### src/rtl/issue_queue.sv
// In-order issue queue between decode and register read.
// Holds the head until its scoreboard registers are free, its unit is ready and rrd accepts.
//
// Ports:
//   clk, rst            clock; synchronous active-high reset
//   enq_valid/item/rdy  decode-side handshake (queue_item_t words)
//   flush               branch redirect, squashes every entry
//   sb_busy             scoreboard busy bit per arch register (bit 0 ignored)
//   exu_ready           readiness per execution unit (alu,mul,jmp,mem)
//   iss_valid/item/rdy  rrd-side handshake; iss_item is the head entry
//   count               occupied entries
//   stall_cnt           saturating count of non-empty cycles with no issuable head

package ctrl_sigs;

    typedef enum logic [1:0] {
        EXU_ALU = 2'd0,
        EXU_MUL = 2'd1,
        EXU_JMP = 2'd2,
        EXU_MEM = 2'd3
    } exe_unit_type_t;

    typedef struct packed {
        logic [4:0]     rs1;
        logic [4:0]     rs2;
        logic [4:0]     rd;
        logic           has_rs1;
        logic           has_rs2;
        logic           has_rd;
        exe_unit_type_t exu_type;
        logic           taken;
        logic           shadowed;
        logic [27:0]    packed_imm;
    } queue_item_t;

endpackage

module issue_queue
    import ctrl_sigs::*;
#(
    parameter int DEPTH  = 8,
    parameter int ITEM_W = 50,
    parameter int CNT_W  = 32
) (
    input  logic                     clk,
    input  logic                     rst,
    input  logic                     enq_valid,
    input  logic [ITEM_W-1:0]        enq_item,
    output logic                     enq_ready,
    input  logic                     flush,
    input  logic [31:0]              sb_busy,
    input  logic [3:0]               exu_ready,
    output logic                     iss_valid,
    output logic [ITEM_W-1:0]        iss_item,
    input  logic                     iss_ready,
    output logic [$clog2(DEPTH):0]   count,
    output logic [CNT_W-1:0]         stall_cnt
);

    localparam int PW = $clog2(DEPTH);
    localparam int CW = PW + 1;

    logic [ITEM_W-1:0] mem_q [DEPTH];
    logic [ITEM_W-1:0] mem_d [DEPTH];
    logic [PW-1:0]     head_q, head_d;
    logic [PW-1:0]     tail_q, tail_d;
    logic [CW-1:0]     count_q, count_d;
    logic [CNT_W-1:0]  stall_q, stall_d;

    queue_item_t head_item;
    logic        hazard;
    logic        enq_fire;
    logic        iss_fire;
    logic        stall_inc;

    assign head_item = queue_item_t'(mem_q[head_q]);
    assign iss_item  = mem_q[head_q];
    assign count     = count_q;
    assign stall_cnt = stall_q;

    // Full queue refuses enq even if the head leaves this cycle,
    // keeping enq_ready independent of iss_ready.
    assign enq_ready = (count_q != CW'(DEPTH)) && !flush;
    assign enq_fire  = enq_valid && enq_ready;

    // Register x0 never blocks; rd check covers WAW.
    always_comb begin
        hazard = 1'b0;
        if (head_item.has_rs1 && head_item.rs1 != 5'd0 && sb_busy[head_item.rs1])
            hazard = 1'b1;
        if (head_item.has_rs2 && head_item.rs2 != 5'd0 && sb_busy[head_item.rs2])
            hazard = 1'b1;
        if (head_item.has_rd && head_item.rd != 5'd0 && sb_busy[head_item.rd])
            hazard = 1'b1;
    end

    assign iss_valid = (count_q != '0) && !hazard
                     && exu_ready[head_item.exu_type] && !flush;
    assign iss_fire  = iss_valid && iss_ready;
    assign stall_inc = (count_q != '0) && !iss_valid && !flush;

    always_comb begin
        mem_d   = mem_q;
        head_d  = head_q;
        tail_d  = tail_q;
        count_d = count_q;
        stall_d = stall_q;

        if (enq_fire) begin
            mem_d[tail_q] = enq_item;
            tail_d        = tail_q + 1'b1;
        end

        if (iss_fire)
            head_d = head_q + 1'b1;

        unique case ({enq_fire, iss_fire})
            2'b10:   count_d = count_q + 1'b1;
            2'b01:   count_d = count_q - 1'b1;
            default: count_d = count_q;
        endcase

        if (stall_inc && stall_q != '1)
            stall_d = stall_q + 1'b1;

        // enq/iss are already gated by flush; just empty the queue.
        if (flush) begin
            head_d  = '0;
            tail_d  = '0;
            count_d = '0;
        end
    end

    always_ff @(posedge clk) begin
        if (rst) begin
            head_q  <= '0;
            tail_q  <= '0;
            count_q <= '0;
            stall_q <= '0;
        end else begin
            head_q  <= head_d;
            tail_q  <= tail_d;
            count_q <= count_d;
            stall_q <= stall_d;
        end
    end

    // Payload needs no reset: count gates everything read from it.
    always_ff @(posedge clk) begin
        mem_q <= mem_d;
    end

`ifndef SYNTHESIS
    always_ff @(posedge clk) begin
        if (!rst) begin
            assert (!(enq_fire && count_q == CW'(DEPTH)));
            assert (!(iss_fire && count_q == '0));
        end
    end
`endif

endmodule
### config.mk
export PLATFORM = sky130hd
export DESIGN_NAME = issue_queue
export DESIGN_NICKNAME = d
export VERILOG_FILES = /design/src/rtl/issue_queue.sv
export SDC_FILE = /design/constraint.sdc
export NUM_CORES = 1
export LEC_CHECK = 0
export ABC_AREA = 0
export CORE_ASPECT_RATIO = 0.75
export CORE_MARGIN = 8
export CORE_UTILIZATION = 45
export CTS_CLUSTER_DIAMETER = 80
export DETAILED_ROUTE_END_ITERATION = 10
export PLACE_DENSITY = 0.67
export RECOVER_POWER = 100
export SLEW_MARGIN = 20
export SYNTH_ARGS = -nofsm -noshare
export SYNTH_HDL_FRONTEND = slang
export SYNTH_SLANG_ARGS = --single-unit
### constraint.sdc
create_clock -name clk -period 18 [get_ports clk]
set_input_delay 4.5 -clock clk [delete_from_list [all_inputs] [get_ports clk]]
set_output_delay 4.5 -clock clk [all_outputs]
set_load 0.02 [all_outputs]
==> key figures <==
Finish
  • Sequential cell area: 12,900 sq um
  • Filler Cells Inserted: 3,432
  • Non-filler cells in the finished layout: 1,947
  • P&R area growth vs syn: 19.3%
  • Post-route cell area: 22,700 sq um
  • Nets: 1,442
  • Multi-input logic area: 5770 sq um
  • Share of layout cells above drive strength 1: 0.159
  • Core Util, Final: 0.542

Floorplanning
  • Area of the core: 42,000 sq um
  • Starting density of the core: 0.454
  • Die ar.: 49,300 sq um
  • FP Rows: 65
  • Die Span X: 254 um
  • Die Span Y: 194 um
  • IO Pins: 179

Detailed routing
  • Antenna viol nets, final: 0
  • Routed WL per cell: 22.6 um
  • DRC viols: 0
  • Metal3 WL: 3.43 mm
  • Highest metal used: met5
  • Routed vias/inst: 5.62
  • WL met1: 19.7 mm
  • First-pass iteration count of the detailed router: 5
  • Via count: 10,943
  • Detailed-route wire length: 44.0 mm
  • Iteration-0 DRC Markers: 644
  • DR WL met2: 19.9 mm

Timing
  • Post-Route Setup TNS: 0 ns
  • Min Tclk post-route: 13.51 ns
  • Max frequency: 74.0 MHz
  • Final setup margin: 4.49 ns
  • Clk_skew: 0.0184 ns
  • Worst Tran Pin Value: 4.00 ns
  • Max-slew violations: 579
  • Unrepaired setup endpoints after global routing: false
  • Final hold slack: 0.496 ns
  • Crit share post-route: 0.750
  • Slew headroom: -1.67
  • Setup-failing EPs final: 0
  • Hold Fails Final Rpt: 0

Yosys
  • Most frequent cell after synthesis: edfxtp_1
  • Synth Area in Simple Gates: 0.0754
  • Mean Syn Cell Area: 16.5 sq um
  • Post-synthesis mux area share: 0.175
  • Compound-gate portion of the synthesized area: 0.0427
  • Top cells by count, synth: edfxtp_1, mux4_2, nand2_1
  • XOR/XNOR Fraction of Synth Area: 0.00689
  • Post-synthesis sequential area ratio: 0.674
  • Mapped Nets: 1,256
  • Yosys warning count: 0
  • Netlist Area Pre-Place: 19,100 sq um
  • Asr flop ratio synth: 0
  • Dominant cell type by area after synthesis: edfxtp_1
  • Synth area leaders: edfxtp_1, mux4_2, dfxtp_1
  • Ys flop type: edfxtp_1
  • Syn Inst Count: 1,158
  • Largest family of logic cells by synthesized area: multiplexers
  • Area fraction of the dominant cell type after synthesis: 0.630
  • Netlist cell types: 71
  • #FFs+latches synth: 442
  • Post-synth EDFFs: 400
  • Adder-cell share of the synthesized area: 0.00499

Clock network
  • CTS tree: built
  • CTS Sinks: 442
  • CTS H-tree depth: 2
  • Max clock buf depth: 3
  • Hold-fix buffers, CTS: 0
  • Post-CTS setup buffers: 0
  • TritonCTS Buffers: 43
  • Skew-Pair Late Insertion Delay: 0.55 ns
  • Root Buffer: clkbuf_16
  • Clock slew seen by the registers of the worst setup and hold paths: 0.06 ns
  • # resized after CTS: 0

Placement
  • # placed instances: 1,868
  • Hpwl dp: 27.1 mm
  • Port Buf Inserts: 178
  • Placed cell area: 21,500 sq um
  • Routability cong.: 0.884
  • Pre-CTS worst setup slack: 6.29 ns

Critical path
  • Crit Path Class: register to primary output
  • Critical Path RT: 13.50 ns
  • Worst Setup Start Kind: register
  • Critical Path End Type: primary output
  • Crit Path Max Fanout: 42
  • Critical path arrival: 9.01 ns

Global routing
  • All-Layer GR Usage: 0.176
  • Largest net degree at the start of global routing: 66
  • Gr ovfl total: 0
  • First-pass GRT wire length: 67.2 mm
  • Initial antenna violation count: 8
  • Number of global-route vias before repair: 11,162

Outcome
  • Failing checks: max-capacitance violations, max-slew violations
  • Status: complete, but fails checks

Power
  • Lkg Pwr: 7.26 nW
  • Tot Pwr: 2.13 mW
  • P_sw: 422 uW
  • Internal power: 1.71 mW
  • Peak VDD IR: 0.0716 mV
  • Comb power frac: 0.043
  • Seq pwr share: 0.529
  • Net Sw Frac: 0.198
  • Pwr Density: 93.6 nW/um^2
  • Clock share of power: 0.428

Worst hold path
  • Worst Hold Class: register to register

Flow run
  • Max-Cap Viols: 18
-- power by group through the flow --
stage                     combinational, mW  clock, mW  sequential, mW
after CTS                            0.0973      0.933            1.13
after global placement               0.0949          0            1.15
after floorplan                      0.0421          0            1.15
after global routing                 0.0990      0.970            1.13
after detailed placement             0.0966          0            1.15
final                                0.0917      0.911            1.13
-- logic make-up after synthesis --
logic type      count (synthesis)
buf+inv                        83
xor+xnor                       15
fa+ha+maj                       7
mux                           208
flops                         442
simple gates                  279
compound gates                124
-- cell type report --
class                      count  area share
sequential                   442       0.565
multi-input combinational    633       0.254
timing repair buffer         195      0.0820
clock buffer                  61      0.0535
tap                          569      0.0313
clock inverter                17     0.00919
inverter                      29     0.00479
antenna                        1    0.000110
-- worst max-delay path, stage by stage, from the launching register on --
cell and delay (ns):
dfxtp_1 1.92, clkbuf_1 1.77, mux4_2 0.67, mux2i_1 1.21, a31oi_1 0.39, a31oi_1 0.26
o21ai_1 0.08, a2111oi_0 0.44, nand4b_1 0.77, inv_1 0.20, dlygate4sd3_1 0.70
-- worst paths after layout --
path / startpoint / end / slack [ns] / depth (start not counted)
hold / removal: stall_cnt[4]$_SDFFE_PP0P_ / stall_cnt[4]$_SDFFE_PP0P_ / 0.50 / 2
hold reg to reg: stall_cnt[4]$_SDFFE_PP0P_ / stall_cnt[4]$_SDFFE_PP0P_ / 0.50 / 2
setup / recovery: head_q[0]$_SDFFE_PP0P_ / iss_valid / 4.49 / 10
setup reg to reg: head_q[0]$_SDFFE_PP0P_ / count[3]$_SDFFE_PP0P_ / 8.49 / 16
-- routing by layer --
metal / up-vias / track usage
li1: 5007 / -
met5: - / 0
met2: 319 / 0.274
met1: 5531 / 0.242
met4: 10 / 0.0463
met3: 76 / 0.0509
-- layout by cell type (no fill, tap or decap), types with 6 or more instances in the layout --
master / count
dlygate4sd3_1: 132
nand3_1: 42
clkdlybuf4s50_1: 46
nor2b_1: 9
nor3_1: 20
xor2_1: 10
o21ai_0: 32
dfxtp_1: 40
or3_1: 16
nor2_1: 43
ha_1: 6
clkbuf_1: 24
o211ai_1: 6
a211oi_1: 8
nand4_1: 11
mux2i_1: 64
inv_1: 27
clkbuf_16: 45
edfxtp_1: 400
o221ai_1: 6
nor3b_1: 7
nand2b_1: 13
mux4_2: 93
and3_1: 7
mux2_2: 46
a31oi_1: 6
nand2_1: 77
a21oi_1: 30
-- sequential cells by signal, indices dropped and copies added (netlist names) --
signal,flops
count,4
head_q,3
mem_q,400
stall_cnt,32
tail_q,3
Note: power is estimated with default switching activity, not from simulation.
